<file path="src/rtl/mem_arbiter_if.sv">
// Requester-side bus of the three-port memory arbiter.
// Handshake: a requester raises req[i] with we[i]/addr_i/wdata_i stable and holds it
// until ack[i] pulses for one cycle; rdata and err are valid only during that pulse.
// A req still high on the cycle after the ack is taken as a new transaction.
interface mem_arbiter_if;
  logic [2:0]  req;
  logic [2:0]  we;
  logic [17:0] addr0;
  logic [17:0] addr1;
  logic [17:0] addr2;
  logic [31:0] wdata0;
  logic [31:0] wdata1;
  logic [31:0] wdata2;
  logic [2:0]  ack;
  logic [31:0] rdata;
  logic        err;

  modport master (
    output req, we, addr0, addr1, addr2, wdata0, wdata1, wdata2,
    input  ack, rdata, err
  );

  modport slave (
    input  req, we, addr0, addr1, addr2, wdata0, wdata1, wdata2,
    output ack, rdata, err
  );
endinterface

</file>
<file path="src/rtl/mem_arbiter.sv">
// Round-robin arbiter serialising three requesters onto the single-word port of the
// SRAM-emulation memory manager, with a stall watchdog on each transaction.
module mem_arbiter #(
  parameter bit PRIO0          = 1'b0,
  parameter int TIMEOUT_CYCLES = 1023
) (
  input  logic        clk,
  input  logic        reset_n,
  mem_arbiter_if.slave bus,
  output logic        timeout_err,
  output logic        mem_wren,
  output logic [17:0] mem_addr,
  output logic [31:0] mem_wdata,
  input  logic [31:0] mem_rdata,
  input  logic        mem_pause,
  output logic [1:0]  dbg_state,
  output logic [1:0]  dbg_grant
);

  typedef enum logic [1:0] {
    S_IDLE  = 2'd0,
    S_ISSUE = 2'd1,
    S_WAIT  = 2'd2,
    S_ACK   = 2'd3
  } state_t;

  localparam logic [9:0] TMO = 10'(TIMEOUT_CYCLES);

  state_t      state_q, state_d;
  logic [1:0]  last_grant_q;
  logic [1:0]  last12_q;
  logic [1:0]  grant_q;
  logic        cmd_we_q;
  logic [17:0] cmd_addr_q;
  logic [31:0] cmd_wdata_q;
  logic [9:0]  cnt_q;
  logic [9:0]  cnt_inc;
  logic        tmo_q;
  logic [2:0]  ack_q;
  logic [31:0] rdata_q;
  logic        err_q;

  logic [2:0]  sel;
  logic        win_valid;
  logic [1:0]  win_idx;
  logic [2:0]  req_hi;
  logic        wait_done;
  logic        wait_timeout;

  // Returns {found, port}: first requesting port in the order a, b, c.
  function automatic logic [2:0] pick(input logic [2:0] r, input logic [1:0] a,
                                      input logic [1:0] b, input logic [1:0] c);
    if (r[a])      return {1'b1, a};
    else if (r[b]) return {1'b1, b};
    else if (r[c]) return {1'b1, c};
    else           return 3'b000;
  endfunction

  assign req_hi = {bus.req[2:1], 1'b0};

  always_comb begin
    sel = 3'b000;
    if (PRIO0) begin
      // Port 0 pre-empts; ports 1/2 keep their own rotation pointer.
      if (bus.req[0])             sel = 3'b100;
      else if (last12_q == 2'd1)  sel = pick(req_hi, 2'd2, 2'd1, 2'd1);
      else                        sel = pick(req_hi, 2'd1, 2'd2, 2'd2);
    end else begin
      case (last_grant_q)
        2'd0:    sel = pick(bus.req, 2'd1, 2'd2, 2'd0);
        2'd1:    sel = pick(bus.req, 2'd2, 2'd0, 2'd1);
        default: sel = pick(bus.req, 2'd0, 2'd1, 2'd2);
      endcase
    end
  end

  assign win_valid    = sel[2];
  assign win_idx      = sel[1:0];
  assign cnt_inc      = cnt_q + 10'd1;
  assign wait_done    = !mem_pause;
  assign wait_timeout = mem_pause && (cnt_inc == TMO);

  always_comb begin
    state_d = state_q;
    case (state_q)
      S_IDLE:  if (win_valid) state_d = S_ISSUE;
      S_ISSUE: state_d = S_WAIT;
      S_WAIT:  if (wait_done || wait_timeout) state_d = S_ACK;
      S_ACK:   state_d = S_IDLE;
      default: state_d = S_IDLE;
    endcase
  end

  always_ff @(posedge clk or negedge reset_n) begin
    if (!reset_n) state_q <= S_IDLE;
    else          state_q <= state_d;
  end

  always_ff @(posedge clk or negedge reset_n) begin
    if (!reset_n) begin
      last_grant_q <= 2'd2;
      last12_q     <= 2'd2;
      grant_q      <= 2'd0;
      cmd_we_q     <= 1'b0;
      cmd_addr_q   <= 18'd0;
      cmd_wdata_q  <= 32'd0;
      cnt_q        <= 10'd0;
      tmo_q        <= 1'b0;
      ack_q        <= 3'b000;
      rdata_q      <= 32'd0;
      err_q        <= 1'b0;
      timeout_err  <= 1'b0;
      mem_wren     <= 1'b0;
      mem_addr     <= 18'd0;
      mem_wdata    <= 32'd0;
    end else begin
      ack_q <= 3'b000;
      err_q <= 1'b0;
      case (state_q)
        S_IDLE: begin
          if (win_valid) begin
            grant_q  <= win_idx;
            cmd_we_q <= bus.we[win_idx];
            case (win_idx)
              2'd0: begin
                cmd_addr_q  <= bus.addr0;
                cmd_wdata_q <= bus.wdata0;
              end
              2'd1: begin
                cmd_addr_q  <= bus.addr1;
                cmd_wdata_q <= bus.wdata1;
              end
              default: begin
                cmd_addr_q  <= bus.addr2;
                cmd_wdata_q <= bus.wdata2;
              end
            endcase
          end
        end
        S_ISSUE: begin
          mem_wren  <= cmd_we_q;
          mem_addr  <= cmd_addr_q;
          mem_wdata <= cmd_wdata_q;
          cnt_q     <= 10'd0;
          tmo_q     <= 1'b0;
        end
        S_WAIT: begin
          if (wait_done) begin
            rdata_q  <= cmd_we_q ? cmd_wdata_q : mem_rdata;
            mem_wren <= 1'b0;
          end else begin
            cnt_q <= cnt_inc;
            if (wait_timeout) begin
              tmo_q       <= 1'b1;
              timeout_err <= 1'b1;
              rdata_q     <= 32'd0;
              mem_wren    <= 1'b0;
            end
          end
        end
        S_ACK: begin
          // ack/err are registered here so they land together on the following cycle.
          ack_q        <= 3'b001 << grant_q;
          err_q        <= tmo_q;
          last_grant_q <= grant_q;
          if (grant_q != 2'd0) last12_q <= grant_q;
        end
        default: ;
      endcase
    end
  end

  assign bus.ack   = ack_q;
  assign bus.rdata = rdata_q;
  assign bus.err   = err_q;
  assign dbg_state = state_q;
  assign dbg_grant = last_grant_q;

endmodule

</file>
<file path="src/flat_wrapper.sv">
// flat-port wrapper written by rule: the top's interface ports become plain ports
module mem_arbiter_flat 
#(
  parameter bit PRIO0          = 1'b0,
  parameter int TIMEOUT_CYCLES = 1023
)
  (clk, reset_n, timeout_err, mem_wren, mem_addr, mem_wdata, mem_rdata, mem_pause, dbg_state, dbg_grant, bus_req, bus_we, bus_addr0, bus_addr1, bus_addr2, bus_wdata0, bus_wdata1, bus_wdata2, bus_ack, bus_rdata, bus_err);
  mem_arbiter_if bus_i ();
  input  logic clk;
  input  logic reset_n;
  output logic timeout_err;
  output logic mem_wren;
  output logic [17:0] mem_addr;
  output logic [31:0] mem_wdata;
  input  logic [31:0] mem_rdata;
  input  logic mem_pause;
  output logic [1:0] dbg_state;
  output logic [1:0] dbg_grant;
  input wire logic [$bits(bus_i.req)-1:0] bus_req;
  input wire logic [$bits(bus_i.we)-1:0] bus_we;
  input wire logic [$bits(bus_i.addr0)-1:0] bus_addr0;
  input wire logic [$bits(bus_i.addr1)-1:0] bus_addr1;
  input wire logic [$bits(bus_i.addr2)-1:0] bus_addr2;
  input wire logic [$bits(bus_i.wdata0)-1:0] bus_wdata0;
  input wire logic [$bits(bus_i.wdata1)-1:0] bus_wdata1;
  input wire logic [$bits(bus_i.wdata2)-1:0] bus_wdata2;
  output wire logic [$bits(bus_i.ack)-1:0] bus_ack;
  output wire logic [$bits(bus_i.rdata)-1:0] bus_rdata;
  output wire logic [$bits(bus_i.err)-1:0] bus_err;
  assign bus_i.req = bus_req;
  assign bus_i.we = bus_we;
  assign bus_i.addr0 = bus_addr0;
  assign bus_i.addr1 = bus_addr1;
  assign bus_i.addr2 = bus_addr2;
  assign bus_i.wdata0 = bus_wdata0;
  assign bus_i.wdata1 = bus_wdata1;
  assign bus_i.wdata2 = bus_wdata2;
  assign bus_ack = bus_i.ack;
  assign bus_rdata = bus_i.rdata;
  assign bus_err = bus_i.err;
  mem_arbiter #(.PRIO0(PRIO0), .TIMEOUT_CYCLES(TIMEOUT_CYCLES)) u_core (.clk(clk), .reset_n(reset_n), .bus(bus_i), .timeout_err(timeout_err), .mem_wren(mem_wren), .mem_addr(mem_addr), .mem_wdata(mem_wdata), .mem_rdata(mem_rdata), .mem_pause(mem_pause), .dbg_state(dbg_state), .dbg_grant(dbg_grant));
endmodule
</file>
<file path="config.mk">
export PLATFORM = sky130hd
export DESIGN_NAME = mem_arbiter_flat
export DESIGN_NICKNAME = d
export VERILOG_FILES = /design/src/rtl/mem_arbiter_if.sv /design/src/rtl/mem_arbiter.sv /design/src/flat_wrapper.sv
export SDC_FILE = /design/constraint.sdc
export NUM_CORES = 1
export LEC_CHECK = 0
export ABC_CLOCK_PERIOD_IN_PS = 3300
export CAP_MARGIN = 10
export CORE_MARGIN = 2
export CORE_UTILIZATION = 46
export CTS_BUF_LIST = sky130_fd_sc_hd__clkbuf_2
export CTS_CLUSTER_SIZE = 16
export DETAILED_ROUTE_END_ITERATION = 8
export GPL_ROUTABILITY_DRIVEN = 0
export PLACE_DENSITY = 0.84
export SYNTH_ARGS = -nofsm -noshare
export SYNTH_HDL_FRONTEND = slang
export SYNTH_SLANG_ARGS = --single-unit
export TNS_END_PERCENT = 50
</file>
<file path="constraint.sdc">
create_clock -name clk -period 3.3 [get_ports clk]
set_clock_uncertainty 0.05 [all_clocks]
set_input_delay 0.66 -clock clk [delete_from_list [all_inputs] [get_ports clk]]
set_output_delay 0.66 -clock clk [all_outputs]
set_load 0.03 [all_outputs]
</file>
==> flow_summary.yaml, run 1 <==
power:
  p_int_mw: 5.80
  powerDensity_nw_per_um2: 929
  ir_worst_vdd_mv: 0.478
  p_seq_frac: 0.352
  swShare: 0.429
  combPwrFrac: 0.532
  clock_power_share: 0.116
  total_power_mw: 10.2
  switchingPower_mw: 4.36
  p_leak_nw: 4.47
worst_setup_path:
  regToRegSetupSlack_ps: 540
  start_kind: "register"
  critPathKind: "register to register"
  cp.depth: 7
  cp-end-kind: "register"
  r2r_start: "u_core.cnt_q[1]"
  path_buf_inv: 1
  cp_top_family: "simple AND/OR/NAND/NOR gates"
  max_stage_delay_ps: 510
  required_ps: 3890
  r2r-end: "u_core.bus.rdata[30]"
  worstPathMaxFanout: 21
  path_cells: "ha_1 > nand3_2 > or3_1 > a2111o_1 > or2_1 > buf_4 > a31o_2"
  arrival_ps: 3350
  rr_worst_depth: 7
  cp_slowest_cell: "dfrtp_1"
cells_and_area:
  multiInputGateArea_um2: 3350
  antenna_cells: 0
  drive_above_1_share: 0.113
  layout.nets: 1219
  instances_no_fill: 1255
  final_cell_mix: "clkdlybuf4s50_1, dfrtp_1, nand2_1"
  seqCellArea_um2: 3910
  areaGrowthSynthToFinish_pct: 42.7
  layout_commonest_cell: "clkdlybuf4s50_1"
  fill_cells: 1285
detailed_routing:
  firstDrtPassIters: 5
  ant_nets: 0
  routed_via_density: 5.64
  wl_per_cell_um: 18.9
  drc: 0
  detail_route.iter0.violations: 532
  drt_wl_total_mm: 23.7
  num_vias: 7075
timing:
  fin_crit_sh: 0.836
  rsz0062_at_grt: "no"
  tns_ps: 0
  max_freq_mhz: 362
  slew_headroom: 0.273
  worst_slack_ps: 540
  maxSlewViolCount: 0
  tightest_slew_ps: 1090
  fin_crit_ps: 2760
  finalHoldViolCount: 0
  setup_violations: 0
placement:
  place_hpwl_mm: 16.5
  pre_cts_slack_ps: 487
  port-buffer-count: 282
  dp.cells: 1222
clock_network:
  h-tree-depth: 4
  cts_hold_buf: 1
  clock-sinks: 156
  cts.clk_slew.worst_paths_ps: 220
  postCtsResizedCells: 0
  cts_tree: "yes"
  root_buffer: "clkbuf_2"
  numCtsBuffers: 17
  insertion_delay_ps: 720
  postCtsSetupRepairBufs: 0
  max-clock-path-buffers: 2
min_path:
  holdPathStages: 3
  hold_start: "mem_pause"
  holdPathEnd: "u_core.cnt_q[2]"
  hp-class: "primary input to register"
floorplan:
  dieArea_um2: 17700
  io-pin-count: 283
  core_um2: 16400
  die_w_um: 133
  fp.dieH_um: 133
  num_rows: 47
  initial_core_util: 0.467
global_route:
  track_usage: 0.271
  grt_pass1_wl_mm: 37.6
  grt_max_degree: 102
  grt_overflow: 0
  antenna_found_initial: 0
  grt_pass1_vias: 7046
outcome:
  outcome: "complete, no violations"
logic_synthesis:
  synth_cells: 769
  async_reset_ff_frac: 1.00
  seq_area_frac_synth: 0.509
  syn-cell-area_um2: 7670
  synthFlopType: "dfrtp_1"
  yosysWarnings: 0
  synth-seq-cells: 156
  syn_area_per_cell_um2: 9.97
  synth-edff-count: 0
  synth.distinct_cells: 50
  syn-num-nets: 966
run:
  max-cap-violations: 0
routing by layer:
| metal | GRT usage | share of wire | up-vias |
|---|---|---|---|
| met5 | 0 | 0 | - |
| met4 | 0.0869 | 0.022 | 0 |
| met3 | 0.0894 | 0.081 | 39 |
| met2 | 0.446 | 0.49 | 329 |
| met1 | 0.343 | 0.41 | 3457 |
| li1 | - | - | 3250 |
through the flow:
stage,hold WS [ps],area [um2],util
floorplan,314,7670,-
global placement,413,10700,0.650
detailed placement,423,10700,0.650
CTS,150,10900,0.667
global route,166,10900,0.667
finish,243,10900,0.667
worst register-to-register path, delay by kind of cell (launching register included):
family                     cells  cell delay [ps]
DFF                            1              510
AOI/OAI and AO/OA              2              720
and+or+nand+nor                3              840
buffers and inverters          1              250
adders and majority gates      1              320
power groups by stage:
stage	Combinational [mW]	Sequential, mW	Clock (mW)
after floorplan	2.46	4.36	0
after global placement	5.32	3.56	0
after detailed placement	5.42	3.61	0
after CTS	5.45	3.57	1.21
after global routing	5.81	3.69	1.28
final	5.40	3.57	1.18
cell type report:
cell class	count	share of cell area
inverter	38	0.0130
clock buffer	20	0.00915
timing repair buffer	298	0.273
multi-input combinational	511	0.307
clock inverter	12	0.0157
tap	220	0.0252
sequential	156	0.357
registers in the layout, summed over array words and instances (netlist names), 2 cells and up:
| name | cells |
|---|---|
| u_core.mem_addr | 18 |
| u_core.cmd_wdata_q | 32 |
| u_core.dbg_state | 2 |
| u_core.dbg_grant | 2 |
| u_core.bus.rdata | 32 |
| u_core.mem_wdata | 32 |
| u_core.cmd_addr_q | 18 |
| u_core.cnt_q | 10 |
| u_core.grant_q | 2 |
| u_core.bus.ack | 3 |
worst max-delay path by stage:
stage	startpoint	end	slack, ps
after floorplan	u_core.cnt_q[1]	u_core.bus.rdata[10]	870
after global placement	bus_req[2]	u_core.cmd_wdata_q[21]	590
after detailed placement	bus_req[2]	u_core.cmd_wdata_q[29]	490
after CTS	u_core.dbg_grant[1]	dbg_grant[1]	480
after global routing	u_core.cnt_q[1]	u_core.bus.rdata[30]	430
final	u_core.cnt_q[1]	u_core.bus.rdata[30]	540
cell families after synthesis:
family | after synthesis | share of synthesized area
simple gates | 263 | 0.150
flops | 156 | 0.509
compound gates | 155 | 0.154
buf+inv | 102 | 0.0560
mux | 85 | 0.119
fa+ha+maj | 6 | 0.00979
xor+xnor | 2 | 0.00229
cells in the mapped netlist (18+ instances only):
master | instances | area share
dfrtp_1 | 155 | 0.51
nand2_1 | 120 | 0.059
nor2_1 | 64 | 0.031
clkbuf_1 | 57 | 0.028
nand3_1 | 53 | 0.035
mux2_2 | 52 | 0.076
a41oi_1 | 51 | 0.058
inv_1 | 38 | 0.019
o22ai_1 | 35 | 0.029
mux2i_1 | 33 | 0.043
a31o_1 | 26 | 0.030
o21ai_0 | 18 | 0.012
(Power assumes the default switching activity.)
==> run 2, diff against run 1 <==
--- a/config.mk
+++ b/config.mk
@@ -5,7 +5,7 @@
 export SDC_FILE = /design/constraint.sdc
 export NUM_CORES = 1
 export LEC_CHECK = 0
-export ABC_CLOCK_PERIOD_IN_PS = 3300
+export ABC_CLOCK_PERIOD_IN_PS = 2600
 export CAP_MARGIN = 10
 export CORE_MARGIN = 2
 export CORE_UTILIZATION = 46
==> constraint.sdc (replaced) <==
create_clock -name clk -period 2.6 [get_ports clk]
set_clock_uncertainty 0.05 [all_clocks]
set_input_delay 0.52 -clock clk [delete_from_list [all_inputs] [get_ports clk]]
set_output_delay 0.52 -clock clk [all_outputs]
set_load 0.03 [all_outputs]
==> run 2 against run 1 <==
Net effect: register-to-register slack got worse by 410 ps; wire length fell by 1.5%; global-route usage fell by 0.29 points; combinational power rose by 30%; first-iteration DRC count fell by 25%; worst setup slack got worse by 410 ps; cell count rose by 0.80%; largest power group unchanged.
==> flow_summary.yaml, run 2 (same netlist as run 1, synthesis figures left out) <==
global_route:
  antenna_found_initial: 0
  track_usage: 0.269
  grt_pass1_wl_mm: 37.3
  grt_max_degree: 59
  grt_pass1_vias: 7193
  grt_overflow: 0
timing:
  tns_ps: 0
  tightest_slew_ps: 561
  maxSlewViolCount: 0
  setup_violations: 0
  slew_headroom: 0.626
  finalHoldViolCount: 0
  fin_crit_ps: 2470
  holdWs_ps: 145
  max_freq_mhz: 405
  fin_crit_sh: 0.950
  rsz0062_at_grt: "no"
worst_setup_path:
  start_kind: "register"
  worstPathMaxFanout: 27
  required_ps: 3190
  arrival_ps: 3060
  cp_top_family: "simple AND/OR/NAND/NOR gates"
  cp_slowest_cell: "dfrtp_1"
  worstSetupStartpoint: "u_core.cnt_q[5]"
  path_buf_inv: 1
  cp-end-kind: "register"
  max_stage_delay_ps: 580
  critPathKind: "register to register"
  r2r_start: "u_core.cnt_q[5]"
  path_cells: "nand4_4 > or3_1 > a2111o_1 > or2_1 > buf_4 > a31o_2"
min_path:
  hold_start: "mem_pause"
  hp-class: "primary input to register"
clock_network:
  h-tree-depth: 4
  root_buffer: "clkbuf_2"
  cts_tree: "yes"
  postCtsSetupRepairBufs: 0
  insertion_delay_ps: 740
  cts.clk_slew.worst_paths_ps: 240
  max-clock-path-buffers: 2
  clock-sinks: 156
  numCtsBuffers: 17
floorplan:
  die_w_um: 133
  fp.dieH_um: 133
  core_um2: 16400
  num_rows: 47
  io-pin-count: 283
  initial_core_util: 0.467
  dieArea_um2: 17700
detailed_routing:
  num_vias: 6979
  routed_via_density: 5.52
  drc: 0
  detail_route.iter0.violations: 398
  ant_nets: 0
  wl_per_cell_um: 18.4
  firstDrtPassIters: 5
  drt_wl_total_mm: 23.3
run:
  max-cap-violations: 0
cells_and_area:
  layout.nets: 1229
  final_util: 0.670
  drive_above_1_share: 0.119
  antenna_cells: 0
  layout_commonest_cell: "clkdlybuf4s50_1"
  areaGrowthSynthToFinish_pct: 43.5
  final_cell_mix: "clkdlybuf4s50_1, dfrtp_1, nand2_1"
placement:
  port-buffer-count: 282
  place_hpwl_mm: 17.2
power:
  ir_worst_vdd_mv: 0.595
  powerDensity_nw_per_um2: 1150
  p_leak_nw: 4.53
outcome:
  outcome: "complete, no violations"
-- run 2: changes by cell type in the layout (fill, tap and decap cells not counted) --
cell / before / now
buf_4: 11 / 18
clkdlybuf4s50_1: 280 / 273
dlymetal6s2s_1: 0 / 4
buf_12: 4 / 7
bufinv_16: 4 / 1
clkbuf_2: 20 / 17
clkinv_1: 2 / 5
clkinv_4: 1 / 4
dlygate4sd2_1: 0 / 3
inv_6: 0 / 2
clkinv_2: 1 / 0
clkinvlp_4: 4 / 3
-- run 2: final timing paths --
kind	to	slack, ps	depth (start not counted)
min in group asynchronous	u_core.bus.rdata[21]	230	2
setup / recovery	u_core.bus.rdata[27]	130	6
setup reg to reg	u_core.bus.rdata[27]	130	6
max in group asynchronous	u_core.bus.rdata[8]	1570	3
hold / removal	u_core.bus.rdata[21]	150	2
hold reg to reg	u_core.bus.ack[0]	410	1
-- run 2: power by group --
| group | total, mW | internal, mW | switching [mW] |
|---|---|---|---|
| combinational | 7.03 | 3.23 | 3.80 |
| sequential | 4.41 | 3.56 | 0.853 |
| clock | 1.22 | 0.339 | 0.879 |
-- run 2: worst reg2reg max path, cell delays in order, from the launching register on --
cell and delay, ps:
dfrtp_1 580, nand4_4 170, or3_1 380, a2111o_1 450, or2_1 250, buf_4 240
a31o_2 280
-- run 2: area by class of cell --
class | instances | area [um2]
Clock buffer | 17 | 85.1
Clock inverter | 15 | 124
Fill cell | 1313 | 5410
Inverter | 38 | 143
Multi-Input combinational cell | 511 | 3350
Sequential cell | 156 | 3910
Tap cell | 220 | 275
Timing Repair Buffer | 308 | 3110
-- run 2: what timing repair did --
item | 4_1_cts | 5_1_grt
endpoints found under the setup margin | 3 | 4
gates resized for setup | 3 | 4
hold endpoints to repair | 56 | 0
hold buffers | 1 | 0
-- run 2: per-stage QoR --
| stage | area (um2) | instances | setup slack [ps] | power [mW] |
|---|---|---|---|---|
| after floorplan | 7670 | 769 | 171 | 8.66 |
| after global placement | 10800 | 1232 | 238 | 11.3 |
| after detailed placement | 10800 | 1232 | 182 | 11.6 |
| after CTS | 11000 | 1265 | 31.3 | 12.8 |
| after global routing | 11000 | 1265 | 2.55 | 13.4 |
| final | 11000 | 1265 | 129 | 12.7 |
-- run 2: per-layer routing --
metal | track usage | up-vias | wire length, um
met5 | 0 | - | 0
met2 | 0.458 | 257 | 11500
met3 | 0.0871 | 39 | 1720
met4 | 0.0851 | 0 | 537
li1 | - | 3279 | -
met1 | 0.325 | 3404 | 9560
